[config.mk]
export PLATFORM = sky130hd
export DESIGN_NAME = stream_mux_flat
export DESIGN_NICKNAME = d
export VERILOG_FILES = /design/src/rtl/stream_mux_pkg.sv /design/src/rtl/stream_mux_if.sv /design/src/rtl/stream_mux_rr_arbiter.sv /design/src/rtl/stream_mux.sv /design/src/flat_wrapper.sv
export SDC_FILE = /design/constraint.sdc
export NUM_CORES = 1
export LEC_CHECK = 0
export ABC_AREA = 1
export CORE_MARGIN = 8
export CORE_UTILIZATION = 49
export CTS_BUF_LIST = sky130_fd_sc_hd__clkbuf_8
export CTS_CLUSTER_SIZE = 40
export DETAILED_ROUTE_END_ITERATION = 8
export PLACE_DENSITY_LB_ADDON = 0.08
export SLEW_MARGIN = 15
export SYNTH_ARGS = -nofsm -noshare
export SYNTH_HDL_FRONTEND = slang
export SYNTH_SLANG_ARGS = --single-unit
[constraint.sdc]
create_clock -name clk -period 3.1 [get_ports clk]
set_input_delay 0.62 -clock clk [delete_from_list [all_inputs] [get_ports clk]]
set_output_delay 0.62 -clock clk [all_outputs]
set_load 0.01 [all_outputs]
[src/rtl/stream_mux_pkg.sv]
// Shared types and default sizing for the packet-aware stream multiplexer.
package stream_mux_pkg;

    localparam int DEF_N = 4;
    localparam int DEF_W = 4;

    typedef enum logic [0:0] {
        IDLE   = 1'b0,
        LOCKED = 1'b1
    } state_e;

endpackage

[src/rtl/stream_mux_if.sv]
// Per-channel input streams and the single merged output stream.
interface stream_mux_if
    import stream_mux_pkg::*;
#(
    parameter int N = DEF_N,
    parameter int W = DEF_W
) ();

    localparam int SW = (N > 1) ? $clog2(N) : 1;

    logic [N*W-1:0] in_data;
    logic [N-1:0]   in_valid;
    logic [N-1:0]   in_last;
    logic [N-1:0]   in_ready;
    logic [W-1:0]   out_data;
    logic           out_valid;
    logic           out_last;
    logic [SW-1:0]  out_sel;
    logic           out_ready;

    modport master (
        output in_data, in_valid, in_last, out_ready,
        input  in_ready, out_data, out_valid, out_last, out_sel
    );

    modport slave (
        input  in_data, in_valid, in_last, out_ready,
        output in_ready, out_data, out_valid, out_last, out_sel
    );

endinterface

[src/rtl/stream_mux_rr_arbiter.sv]
// Picks the first requesting channel from the pointer (round-robin)
// or from channel 0 (fixed priority); grant is one-hot.
module rr_arbiter
    import stream_mux_pkg::*;
#(
    parameter int N  = DEF_N,
    parameter int SW = $clog2(DEF_N)
) (
    input  logic [N-1:0]  request,
    input  logic [SW-1:0] pointer,
    input  logic          fixed,
    output logic [N-1:0]  grant,
    output logic [SW-1:0] index,
    output logic          any
);

    int   c;
    logic found;

    always_comb begin
        grant = '0;
        index = '0;
        any   = |request;
        found = 1'b0;
        c     = 0;
        for (int k = 0; k < N; k++) begin
            c = fixed ? k : int'(pointer) + k;
            if (c >= N) c = c - N;
            if (!found && request[c]) begin
                found    = 1'b1;
                grant[c] = 1'b1;
                index    = SW'(c);
            end
        end
    end

endmodule

[src/rtl/stream_mux.sv]
// N-to-1 stream multiplexer that keeps packets whole; one registered
// output stage gives one-cycle latency and full throughput.
module stream_mux
    import stream_mux_pkg::*;
#(
    parameter int N          = DEF_N,
    parameter int W          = DEF_W,
    parameter int FIXED_PRIO = 0
) (
    input  logic   clk,
    input  logic   rst,
    stream_mux_if.slave bus
);

    localparam int SW = $clog2(N);
    localparam logic [SW-1:0] LAST_CH = SW'(N - 1);

    state_e        state;
    logic [SW-1:0] lock_ch;
    logic [SW-1:0] ptr;

    logic [N-1:0]  grant;
    logic [SW-1:0] win;
    logic          any;

    logic          slot_free;
    logic          idle;
    logic          accept;
    logic          last;
    logic [SW-1:0] sel;
    logic [N-1:0]  rdy;

    logic [W-1:0]  o_data;
    logic          o_valid;
    logic          o_last;
    logic [SW-1:0] o_sel;

    rr_arbiter #(
        .N  (N),
        .SW (SW)
    ) u_arb (
        .request (bus.in_valid),
        .pointer (ptr),
        .fixed   (FIXED_PRIO != 0),
        .grant   (grant),
        .index   (win),
        .any     (any)
    );

    always_comb begin
        slot_free = !o_valid || bus.out_ready;
        idle      = (state == IDLE);
        sel       = idle ? win : lock_ch;
        last      = bus.in_last[sel];
        accept    = slot_free && (idle ? any : bus.in_valid[lock_ch]);
        rdy       = '0;
        // A locked owner is offered the slot even while it bubbles
        if (!rst && slot_free)
            rdy = idle ? grant : (N'(1) << lock_ch);
    end

    always_ff @(posedge clk or posedge rst) begin
        if (rst) begin
            state   <= IDLE;
            lock_ch <= '0;
            ptr     <= '0;
            o_valid <= 1'b0;
            o_data  <= '0;
            o_last  <= 1'b0;
            o_sel   <= '0;
        end else begin
            if (accept) begin
                o_valid <= 1'b1;
                o_data  <= bus.in_data[int'(sel)*W +: W];
                o_last  <= last;
                o_sel   <= sel;
            end else if (slot_free) begin
                o_valid <= 1'b0;
            end
            if (accept) begin
                if (last) begin
                    state <= IDLE;
                    ptr   <= (sel == LAST_CH) ? '0 : sel + SW'(1);
                end else if (idle) begin
                    state   <= LOCKED;
                    lock_ch <= sel;
                end
            end
        end
    end

    assign bus.in_ready  = rdy;
    assign bus.out_data  = o_data;
    assign bus.out_valid = o_valid;
    assign bus.out_last  = o_last;
    assign bus.out_sel   = o_sel;

endmodule

[src/flat_wrapper.sv]
// flat-port wrapper written by rule: the top's interface ports become plain ports
module stream_mux_flat import stream_mux_pkg::*;
#(
    parameter int N          = DEF_N,
    parameter int W          = DEF_W,
    parameter int FIXED_PRIO = 0
)
  (clk, rst, bus_in_data, bus_in_valid, bus_in_last, bus_out_ready, bus_in_ready, bus_out_data, bus_out_valid, bus_out_last, bus_out_sel);
  stream_mux_if #(.N(N), .W(W)) bus_i ();
  input  logic clk;
  input  logic rst;
  input wire logic [$bits(bus_i.in_data)-1:0] bus_in_data;
  input wire logic [$bits(bus_i.in_valid)-1:0] bus_in_valid;
  input wire logic [$bits(bus_i.in_last)-1:0] bus_in_last;
  input wire logic [$bits(bus_i.out_ready)-1:0] bus_out_ready;
  output wire logic [$bits(bus_i.in_ready)-1:0] bus_in_ready;
  output wire logic [$bits(bus_i.out_data)-1:0] bus_out_data;
  output wire logic [$bits(bus_i.out_valid)-1:0] bus_out_valid;
  output wire logic [$bits(bus_i.out_last)-1:0] bus_out_last;
  output wire logic [$bits(bus_i.out_sel)-1:0] bus_out_sel;
  assign bus_i.in_data = bus_in_data;
  assign bus_i.in_valid = bus_in_valid;
  assign bus_i.in_last = bus_in_last;
  assign bus_i.out_ready = bus_out_ready;
  assign bus_in_ready = bus_i.in_ready;
  assign bus_out_data = bus_i.out_data;
  assign bus_out_valid = bus_i.out_valid;
  assign bus_out_last = bus_i.out_last;
  assign bus_out_sel = bus_i.out_sel;
  stream_mux #(.N(N), .W(W), .FIXED_PRIO(FIXED_PRIO)) u_core (.clk(clk), .rst(rst), .bus(bus_i));
endmodule
==> flow_summary.toml <==
[critical_path]
path_class = "in2out"
critical_path.reg2reg.endpoint = "u_core.lock_ch[1]$_DFFE_PP0P_"
critical_path.endpoint = "bus_in_ready[3]"
cp-end-kind = "output pin"
rr_startpoint = "u_core.ptr[0]$_DFFE_PP0P_"
timing.critical_path.from_type = "primary input"
number_of_cell_instances_on_the_worst_register_to_register_path = 18
cp_data_arrival_time_ns = 2.33
timing.reg2reg.setup_slack_ns = 0.60
worstPathRequired_ns = 2.48
worst_setup_path_startpoint = "bus_in_valid[3]"
worst-path-max-fanout = 3

[logic_synthesis]
synthMostInstantiatedCell = "nand2_1"
synth_fp_nets = 207
syn_avg_cell_area_um2 = 7.52
yosys.cell_types.count = 34
netlist.area_leader.share_pct = 24.7
synth.cell_area_um2 = 1320
postSynthRegisterBits = 13
synth_sequential_area_ratio_pct = 24.7
synth_top_cells_by_count = "nand2_1, inv_1, dfrtp_1"
synth-edff-count = 0
synth_warnings = 0
synth.largest_area_cell = "dfrtp_1"
dominantRegCellSynth = "dfrtp_1"
ys_top_cells_by_area = "dfrtp_1, nand2_1, nand3_2"
netlist_instances = 175
ys_async_sr_fraction_pct = 100

[timing]
post-route-worst-setup-slack_ns = 0.151
setup_viol_count_final = 0
worst-slew-pin-transition_ns = 0.350
hold_viol_final = 0
maxClockFrequency_mhz = 339
slew_headroom_pct = 76.7
rsz0062_at_grt = "no"
clock_skew_ns = 0.000410
post-route-period-util_pct = 95.1
final.min_clock_period_ns = 2.95
report.final.slew_viol_count = 0

[finish]
drive_gt1_share_pct = 29.0
finalNetCount = 264
fillerInstances = 194
num_antenna_cells = 0
syn_to_final_growth_pct = 43.9
finalNonFillerCells = 261

[power_and_ir_drop]
post-layout-total-power_mw = 2.21
vdd_drop_max_v = 0.000714
p_comb_share_pct = 78.4
power_density_nw_per_um2 = 1170
leakagePower_nw = 0.935
netSwitchingFraction_pct = 53.4
net-switching-power_mw = 1.18
clockPowerShare_pct = 6.7
internal-power_mw = 1.03
power_frac_seq_pct = 14.9

[global_route]
grt_pass1_vias = 1384
grt_start_max_net_pins = 14
initial_antenna_violation_count = 0
grt_overflow = 0
grt_first_pass_wirelength_mm = 6.30
grt_util_all_layers_pct = 17.3

[place]
io_buffers = 38
dp.cells = 256
final_replace_weighted_congestion = 0.931
detailedPlace.worstSlack_ns = -0.354
hpwlAfterDp_mm = 3.18

[clock_network]
cts-root-buf = "clkbuf_8"
max-clock-path-buffers = 2
clkLatencyLatePin_ns = 0.24
cts_tree = "done"
clk_pin_slew_worst_paths_ns = 0.06
post_cts_hold_buffer_count = 0
cts_buffers = 3
cts_htree_levels = 1
clkSinkCount = 13

[routing]
viasPerCell = 5.45
number_of_routed_nets_with_antenna_violations = 0
detailedRoute.firstPassIterationCount = 4
drt-total-wl_mm = 4.00
route.vias.total = 1423
drt_drc_violations_left = 0
post_drt_wl_per_cell_um = 15.3
drt-initial-drc-count = 125

[die]
dieHeight_um = 67.8
start_util_pct = 52.2
floorplan.core_area_um2 = 2520
die_area_um2 = 4600
fp.dieW_um = 67.8
floorplan.rows = 18
top_level_ports = 39

[status]
status = "finished clean"

[job]
drv.max_cap_violation_count = 0

[worst_hold_path]
min-delay-path-class = "reg2reg"
area by class of cell:
class / count / area, um2 / share of cell area (%)
Multi-Input combinational cell: 139 / 897 / 47.4
Inverter: 20 / 90.1 / 4.76
Tap cell: 30 / 37.5 / 1.98
Timing Repair Buffer: 55 / 498 / 26.3
Clock inverter: 1 / 3.75 / 0.198
Clock buffer: 3 / 41.3 / 2.18
Sequential cell: 13 / 327 / 17.2
worst max-delay path, stage by stage:
cell and delay [ns]:
clkdlybuf4s50_1 0.41, buf_4 0.14, nand2_4 0.06, nand3_2 0.06
nand2_2 0.09, inv_2 0.06, nor2_4 0.08, nand3_1 0.14
inv_1 0.14, nand2_1 0.08, a311oi_1 0.25, buf_2 0.17
registers in the layout (all words and copies together) (netlist names):
signal	count
u_core.state	1
u_core.lock_ch	2
u_core.bus.out_data	4
u_core.bus.out_valid	1
u_core.bus.out_sel	2
u_core.bus.out_last	1
u_core.ptr	2
how the worst min path moves through the flow:
stage	startpoint	to	slack, ns	cells past startpoint
3_5_place_dp	u_core.bus.out_sel[0]$_DFFE_PP0P_	u_core.bus.out_sel[0]$_DFFE_PP0P_	0.49	2
2_1_floorplan	u_core.lock_ch[0]$_DFFE_PP0P_	u_core.lock_ch[0]$_DFFE_PP0P_	0.46	2
6_report	u_core.bus.out_sel[0]$_DFFE_PP0P_	u_core.bus.out_sel[0]$_DFFE_PP0P_	0.50	2
3_3_place_gp	u_core.bus.out_sel[1]$_DFFE_PP0P_	u_core.bus.out_sel[1]$_DFFE_PP0P_	0.47	2
5_1_grt	u_core.bus.out_data[3]$_DFFE_PP0P_	u_core.bus.out_data[3]$_DFFE_PP0P_	0.53	2
4_1_cts	u_core.bus.out_sel[0]$_DFFE_PP0P_	u_core.bus.out_sel[0]$_DFFE_PP0P_	0.50	2
stage by stage:
step / hold WS (ns) / TNS (ns) / cell area [um2] / utilization [%]
floorplan: 0.462 / 0 / 1320 / -
global placement: 0.468 / -0.742 / 1820 / 72.3
detailed placement: 0.486 / -1.34 / 1820 / 72.3
CTS: 0.503 / -0.131 / 1880 / 74.6
global route: 0.527 / 0 / 1890 / 75.1
finish: 0.497 / 0 / 1890 / 75.1
layer usage:
metal	share of wire (%)	track usage (%)	vias up
met3	7.2	4.41	8
li1	-	-	703
met4	1.6	4.35	0
met1	42	21.7	656
met5	0	0	-
met2	50	29.0	56
power groups by stage:
stage	Clock [mW]	Sequential [mW]	Combinational [mW]
floorplan	0	0.331	1.16
global placement	0	0.323	1.61
detailed placement	0	0.326	1.67
CTS	0.153	0.327	1.70
global route	0.162	0.339	1.89
finish	0.149	0.330	1.74
kinds of logic (layout without fill, tap and decap cells):
group / count (synthesis) / count (layout) / synth area share [%]
buffers and inverters: 23 / 79 / 9.13
AND/OR/NAND/NOR: 101 / 101 / 43.9
AO/OA/AOI/OAI: 32 / 32 / 16.8
XOR/XNOR: 1 / 1 / 0.666
flip-flops: 13 / 13 / 24.7
adder cells (fa/ha/maj): 5 / 5 / 4.75
cell usage in the layout (no fill, tap or decap), types with 2 or more instances in the layout:
master,n
nand2_2,10
o21ai_0,2
a21oi_2,2
nand4_1,3
clkbuf_8,3
clkbuf_2,2
o21a_1,2
nand3_1,6
a221oi_1,3
inv_1,15
nand2_4,4
inv_8,2
dlymetal6s2s_1,2
nand3_2,7
buf_4,17
o21ai_1,8
nor3_1,4
nand3_4,3
a21oi_1,6
nand2_1,49
nor2_4,2
clkdlybuf4s50_1,33
ha_1,5
o22ai_1,2
inv_2,4
dfrtp_1,12
nor2_1,8
what timing repair did:
action	4_1_cts	5_1_grt
gates resized for setup	8	12
setup buffers	0	1
cloned	0	0
setup endpoints to repair	4	4
pin swaps	1	1
No activity file was read; power rests on OpenSTA's default activity.
